File: config.mk
export PLATFORM = sky130hd
export DESIGN_NAME = dest_write_sched
export DESIGN_NICKNAME = d
export VERILOG_FILES = /design/src/rtl/dest_sched_pkg.sv /design/src/rtl/dest_ptr_ring.sv /design/src/rtl/dest_write_sched.sv
export SDC_FILE = /design/constraint.sdc
export NUM_CORES = 1
export LEC_CHECK = 0
export BUFFER_PORTS_ARGS = -buffer_cell sky130_fd_sc_hd__buf_2
export CORE_UTILIZATION = 41
export DETAILED_ROUTE_END_ITERATION = 8
export MAX_ROUTING_LAYER = met4
export PLACE_DENSITY_LB_ADDON = 0.1
export SYNTH_ARGS = -nofsm -noshare
export SYNTH_HDL_FRONTEND = slang
export SYNTH_SLANG_ARGS = --single-unit
File: constraint.sdc
create_clock -name CLK -period 1.4 [get_ports CLK]
set_clock_uncertainty 0.15 [all_clocks]
set_input_delay 0.28 -clock CLK [delete_from_list [all_inputs] [get_ports CLK]]
set_output_delay 0.28 -clock CLK [all_outputs]
set_load 0.05 [all_outputs]
File: src/rtl/dest_sched_pkg.sv
// Shared types, constants and pointer helpers for the destination write scheduler.
package dest_sched_pkg;

  localparam int unsigned PTR_W = 3;
  localparam int unsigned IDX_W = 2;

  typedef enum logic {
    IDLE  = 1'b0,
    WRITE = 1'b1
  } sched_state_t;

  localparam logic [PTR_W-1:0] PTR_RST = 3'b100;

  localparam logic REQ_ID_A = 1'b0;
  localparam logic REQ_ID_B = 1'b1;

  // Register index to one-hot pointer; index 3 has no register and maps to zero.
  function automatic logic [PTR_W-1:0] idxToOneHot(input logic [IDX_W-1:0] idx);
    logic [PTR_W-1:0] oneHot;
    oneHot = '0;
    case (idx)
      2'd0:    oneHot = 3'b001;
      2'd1:    oneHot = 3'b010;
      2'd2:    oneHot = 3'b100;
      default: oneHot = '0;
    endcase
    return oneHot;
  endfunction

  // Pointer rotation R2 -> R0 -> R1 -> R2.
  function automatic logic [PTR_W-1:0] rotatePtr(input logic [PTR_W-1:0] ptr);
    return {ptr[PTR_W-2:0], ptr[PTR_W-1]};
  endfunction

endpackage

File: src/rtl/dest_ptr_ring.sv
// One-hot rotating destination pointer with a priority load.
module dest_ptr_ring
  import dest_sched_pkg::*;
(
  input  logic                CLK,
  input  logic                RST,
  input  logic                ADV,
  input  logic                LD,
  input  logic [IDX_W-1:0]    LD_VAL,
  output logic [PTR_W-1:0]    PTR
);

  // Load wins over advance; a load of index 3 leaves the pointer untouched.
  always_ff @(posedge CLK) begin
    if (RST) begin
      PTR <= PTR_RST;
    end else if (LD) begin
      if (LD_VAL != 2'd3) begin
        PTR <= idxToOneHot(LD_VAL);
      end
    end else if (ADV) begin
      PTR <= rotatePtr(PTR);
    end
  end

endmodule

File: src/rtl/dest_write_sched.sv
// Arbitrates ALU and bus-load writers into the three destination registers.
// Each grant produces a one-cycle one-hot write strobe, then the pointer rotates.
// Only NREG = 3 is supported.
module dest_write_sched
  import dest_sched_pkg::*;
#(
  parameter int unsigned DW   = 4,
  parameter int unsigned NREG = 3
) (
  input  logic              CLK,
  input  logic              RST,
  input  logic              REQ_A,
  input  logic [DW-1:0]     DATA_A,
  output logic              ACK_A,
  input  logic              REQ_B,
  input  logic [DW-1:0]     DATA_B,
  output logic              ACK_B,
  input  logic              HOLD,
  input  logic              PTR_LD,
  input  logic [IDX_W-1:0]  PTR_VAL,
  output logic [NREG-1:0]   WE,
  output logic [DW-1:0]     WDATA,
  output logic [NREG-1:0]   PTR,
  output logic              BUSY
);

  sched_state_t      state;
  sched_state_t      stateD;
  logic              lastGrant;
  logic              lastGrantD;
  logic [NREG-1:0]   weD;
  logic [DW-1:0]     wdataD;
  logic              ackAD;
  logic              ackBD;
  logic              pickA;
  logic              ptrAdv;
  logic              ptrLd;
  logic [PTR_W-1:0]  ringPtr;

  dest_ptr_ring uPtrRing (
    .CLK    (CLK),
    .RST    (RST),
    .ADV    (ptrAdv),
    .LD     (ptrLd),
    .LD_VAL (PTR_VAL),
    .PTR    (ringPtr)
  );

  assign PTR  = NREG'(ringPtr);
  assign BUSY = (state == WRITE);

  // State, round-robin flag and registered write/ack outputs.
  always_ff @(posedge CLK) begin
    if (RST) begin
      state     <= IDLE;
      lastGrant <= REQ_ID_B;
      WE        <= '0;
      WDATA     <= '0;
      ACK_A     <= 1'b0;
      ACK_B     <= 1'b0;
    end else begin
      state     <= stateD;
      lastGrant <= lastGrantD;
      WE        <= weD;
      WDATA     <= wdataD;
      ACK_A     <= ackAD;
      ACK_B     <= ackBD;
    end
  end

  // Next-state, arbitration and pointer control; pointer load beats a grant in IDLE.
  always_comb begin
    stateD     = state;
    lastGrantD = lastGrant;
    weD        = '0;
    wdataD     = WDATA;
    ackAD      = 1'b0;
    ackBD      = 1'b0;
    ptrAdv     = 1'b0;
    ptrLd      = 1'b0;
    pickA      = REQ_A && (!REQ_B || (lastGrant == REQ_ID_B));

    case (state)
      IDLE: begin
        if (PTR_LD) begin
          ptrLd = 1'b1;
        end else if (!HOLD && (REQ_A || REQ_B)) begin
          stateD = WRITE;
          weD    = PTR;
          if (pickA) begin
            wdataD     = DATA_A;
            ackAD      = 1'b1;
            lastGrantD = REQ_ID_A;
          end else begin
            wdataD     = DATA_B;
            ackBD      = 1'b1;
            lastGrantD = REQ_ID_B;
          end
        end
      end
      WRITE: begin
        stateD = IDLE;
        ptrAdv = 1'b1;
      end
      default: begin
        stateD = IDLE;
      end
    endcase
  end

endmodule

==> Yosys cells after proc, flatten, opt, wreduce, memory -nomap -nowiden <==
Index checks and enable logic that the tools add are counted.
Widths: inputs -> output; s select.
{ "op_classes": {"n_reduce_logical": 11, "mux": 13, "n_eq_ne": 4, "bitwise_logic": 3} }
{ "op_table": {"columns": ["operator", "n"], "rows": [
  ["$mux 3", 3],
  ["$pmux 3 s3", 1],
  ["$mux 1", 7],
  ["$mux 4", 1],
  ["$reduce_or 4->1", 1],
  ["$not 1->1", 3],
  ["$reduce_and 3->1", 1],
  ["$eq 2x1->1 const B", 1],
  ["$eq 2x2->1 const B", 1],
  ["$logic_and 1x1->1", 2],
  ["$logic_not 1->1", 2],
  ["$logic_not 2->1", 1],
  ["$logic_or 1x1->1", 2],
  ["$ne 2x1->1 const B", 1],
  ["$ne 2x2->1 const B", 1],
  ["$pmux 1 s2", 1],
  ["$reduce_and 2->1", 1],
  ["$reduce_bool 2->1", 1]
]} }
{ "totals": {"regBits": 14, "elab_cells": 38, "output_inout_bits": 13} }

==> Depth between registers and ports, before layout <==
{ "depth": {"word_depth": 5, "mapped_depth": 6, "mapped_depth_nobuf": 5} }

==> By module <==
A second synthesis with hierarchy kept.
{ "hier_totals": {"hier_cells": 67, "hier_area_um2": 639.4} }
{ "modules_own_cells": {"columns": ["mod", "seq_area_each_um2", "instances", "cells_per_inst", "area_each_um2"], "rows": [
  ["dest_write_sched", 220.2, 1, 47, 481.7],
  ["dest_ptr_ring", 60.1, 1, 20, 157.7]
]} }

==> Worst setup path before layout <==
No wires, ideal clock.
{ "synth_timing": {"path_kind": "reg-to-reg", "start": "register state (netlist: BUSY)", "end": "register WE[0]", "arrival_time_ns": 1.250, "setup_slack_ns": -0.116, "t_required_ns": 1.135, "setup_time_ns": 0.115, "n_path_buf": 1, "path_stages_with_launch": 6, "cell_sequence": "dfxtp_1 nor4_4 nand2b_1 buf_6 clkinv_2 and2_1"} }
{ "synth_between": {"elab_chain_cells": 1} }
{ "synth_rtl": {"columns": ["item", "line_no", "text"], "rows": [
  ["start, declared", "dest_write_sched.sv:27", "sched_state_t state;"],
  ["start signal, assigned", "dest_write_sched.sv:62", "state <= stateD;"],
  ["$reduce_or 4->1 (no line)", null, null],
  ["end signal, assigned", "dest_write_sched.sv:64", "WE <= weD;"],
  ["end, declared", "dest_write_sched.sv:21", "output logic [NREG-1:0] WE,"]
]} }
Every way passes these cells.
A chain may end at the register's enable or synchronous reset.

==> Worst setup path in the final report <==
{ "layout_timing": {"start": "register state (netlist: BUSY)", "end": "output BUSY"} }
{ "layout_rtl": {"columns": ["item", "line_no", "text"], "rows": [
  ["end, declared", "dest_write_sched.sv:24", "output logic BUSY"]
]} }
No word-level cell between the ends.

==> flow_summary.toml <==
[route]
via_count = 481
wl_mm = 1.07
route.detailed.vias_per_inst = 4.76
post-route-drc-count = 0
drt.antenna.violating_nets = 0
initialDrtViolationCount = 8
drt-wirelength-per-cell_um = 10.6
number_of_detailed_routing_iterations_run_before_antenna_repair = 4

[power]
power_report.internal_total_w = 0.000634
comb_power_share_pct = 18.7
power.total_w = 0.000868
p_leak_nw = 0.386
clock_power_share_pct = 32.2
worst_ir_drop_vdd_v = 0.000871
power.density_nw_per_um2 = 1130
power.share.sequential_pct = 49.1
net-switching-power_w = 0.000234
netSwitchingFraction_pct = 26.9

[floorplan]
fp-row-count = 12
die_area_um2 = 1450
initial_utilization_pct = 46.3
floorplan.die.height_um = 38.1
core_um2 = 1160
floorplan.io_pins = 29
dieWidth_um = 38.1

[global_routing]
first_global_vias = 442
grt_util_all_layers_pct = 19.1
grt_start_max_net_pins = 9
grt_first_pass_wirelength_mm = 1.79
antenna_violations_before_repair = 0
globalRouteOverflowTotal = 0

[placement]
gpl.final_weighted_congestion = 0.708
port-buffer-count = 28
post-dp-hpwl_um = 887
place_inst = 96
placed_area_um2 = 706
dp_worst_setup_slack_ns = 0.0277

[logic_synthesis]
yosys.cell_types.count = 18
seq_area_frac_synth_pct = 52.3
ys.warnings.count = 0
avgSynthCellArea_um2 = 10.3
mappedNetlistNets = 68
flops_latches_synth = 14
post_synth_instance_area_um2 = 536
syn-instance-count = 52

[finish]
drive_above_1_share_pct = 46.0
antenna-diode-count = 0
num-nets-final = 104
final_area_um2 = 768
area.growth.synth_to_final_pct = 43.5
layoutNonFillerInstCount = 101

[clock_tree]
cts_inserted_buffers = 3
h-tree-depth = 1
cts-root-to-sink-buffers = 2
cts.sinks = 14
clk_latency_ns = 0.28
tritoncts = "yes"
clock_tree.root_cell = "sky130_fd_sc_hd__clkbuf_4"
worst_setup_hold_path_clk_slew_ns = 0.08
cts_hold_repair.buffers = 0

[job]
maxCapViolCount = 0

[sta]
final_period_minus_worst_setup_slack_ns = 1.35
setup-violations-final = 0
setup_tns_ns = 0
rsz0062_at_grt = "no"
timing.final.ws_setup_ns = 0.0481
final_hold_viol_count = 0
timing.slew.headroom_pct = 79.1
min_period_over_period_pct = 96.6
timing.fmax_ghz = 0.740
finalMaxSlewViolations = 0
tightest_slew_ns = 0.313

[critical_path]
worst_ep_required_time_ns = 0.97
timing.critical_path.from_type = "flop"
worstPathArrival_ns = 0.92
crit_path_end_kind = "output port"
critical_path.max_fanout = 7
criticalPathCategory = "flop to output port"

[worst_hold_path]
holdCritPathClass = "primary input to flop"

[outcome]
run_status = "finished clean"
==> stage by stage <==
stage / hold WS, ns / util [%]
finish: 0.0725 / 66.5
global route: 0.0663 / 66.5
CTS: 0.0630 / 64.7
detailed placement: 0.297 / 61.0
global placement: 0.294 / 61.0
floorplan: 0.202 / -
==> kinds of logic after synthesis <==
group | synth area share [%]
buf+inv | 5.14
flops | 52.3
compound gates | 16.4
simple gates | 18.7
mux | 7.48
==> cell usage in the layout, fill, tap and decap left out <==
cell                         n
sky130_fd_sc_hd__buf_2      25
sky130_fd_sc_hd__nand2b_1    2
sky130_fd_sc_hd__dfxtp_1    13
sky130_fd_sc_hd__clkbuf_4    5
sky130_fd_sc_hd__buf_6       1
sky130_fd_sc_hd__nand2_1     2
sky130_fd_sc_hd__clkbuf_8    1
sky130_fd_sc_hd__mux2i_1     4
sky130_fd_sc_hd__a21oi_1     2
sky130_fd_sc_hd__o21ai_2     1
sky130_fd_sc_hd__nor4_4      1
sky130_fd_sc_hd__buf_4       3
sky130_fd_sc_hd__inv_1       3
sky130_fd_sc_hd__nor2b_1     2
sky130_fd_sc_hd__nor2_1      6
sky130_fd_sc_hd__a2bb2oi_1   1
sky130_fd_sc_hd__dfxtp_2     1
sky130_fd_sc_hd__o21ai_0     2
sky130_fd_sc_hd__and2_1      3
sky130_fd_sc_hd__clkinv_2    1
sky130_fd_sc_hd__a211oi_1    2
sky130_fd_sc_hd__nor3_1      1
sky130_fd_sc_hd__buf_8       1
sky130_fd_sc_hd__o2bb2ai_1   4
==> synthesized netlist by cell type, drive strengths merged <==
cell type	count	area share, %
nor4	1	4.0
and2	3	3.5
inv	3	2.1
nor2	6	4.2
a21oi	2	1.9
o21ai	3	3.5
nor2b	2	2.3
nand2b	2	2.3
nor3	1	0.93
a2bb2oi	1	1.6
mux2i	4	7.5
nand2	2	1.4
buf	1	2.1
dfxtp	14	52
a211oi	2	2.8
o2bb2ai	4	6.5
clkinv	1	0.93
==> critical path, stage by stage, from the launching register on <==
cell and delay, ns:
sky130_fd_sc_hd__dfxtp_2 0.37, sky130_fd_sc_hd__buf_6 0.13, sky130_fd_sc_hd__buf_8 0.14
==> path summary, 6_finish.rpt <==
check | cells past startpoint | endpoint | from | slack (ns)
worst max-delay path | 2 | BUSY | BUSY$_SDFF_PP0_ | 0.05
worst min-delay path | 2 | uPtrRing.PTR[1]$_SDFFE_PP0P_ | RST | 0.07
worst max register to register | 5 | ACK_B$_SDFF_PP0_ | BUSY$_SDFF_PP0_ | 0.16
worst min register to register | 1 | WDATA[3]$_SDFFE_PP0P_ | WDATA[3]$_SDFFE_PP0P_ | 0.31
==> timing repair <==
| action | in CTS | in global routing |
|---|---|---|
| setup buffers | 0 | 1 |
| gates resized for setup | 2 | 4 |
| setup endpoints to repair | 1 | 4 |
==> power by group through the flow <==
stage               sequential (W)  combinational [W]  clock (W)
finish                    0.000427           0.000163   0.000279
CTS                       0.000426           0.000159   0.000293
global placement          0.000435           0.000157          0
global route              0.000429           0.000174   0.000321
floorplan                 0.000491          0.0000474          0
detailed placement        0.000436           0.000157          0
==> registers in the layout, summed over array words and instances (netlist names) <==
signal and flops:
BUSY 1, ACK_A 1, WDATA 4, ACK_B 1
lastGrant 1, WE 3, uPtrRing.PTR 3
==> per-layer routing <==
layer,share of wire [%],GRT usage [%],up-vias
met1,48,23.6,214
li1,-,-,251
met4,0,6.25,0
met5,0,-,-
met3,6.4,9.30,0
met2,45,27.1,16
==> cell type report <==
type	instances	area, um2
Clock buffer	4	36.3
Fill cell	107	388
Inverter	4	16.3
Multi-Input combinational cell	33	228
Sequential cell	14	282
Tap cell	14	17.5
Timing Repair Buffer	32	189
(Power assumes the default switching activity.)
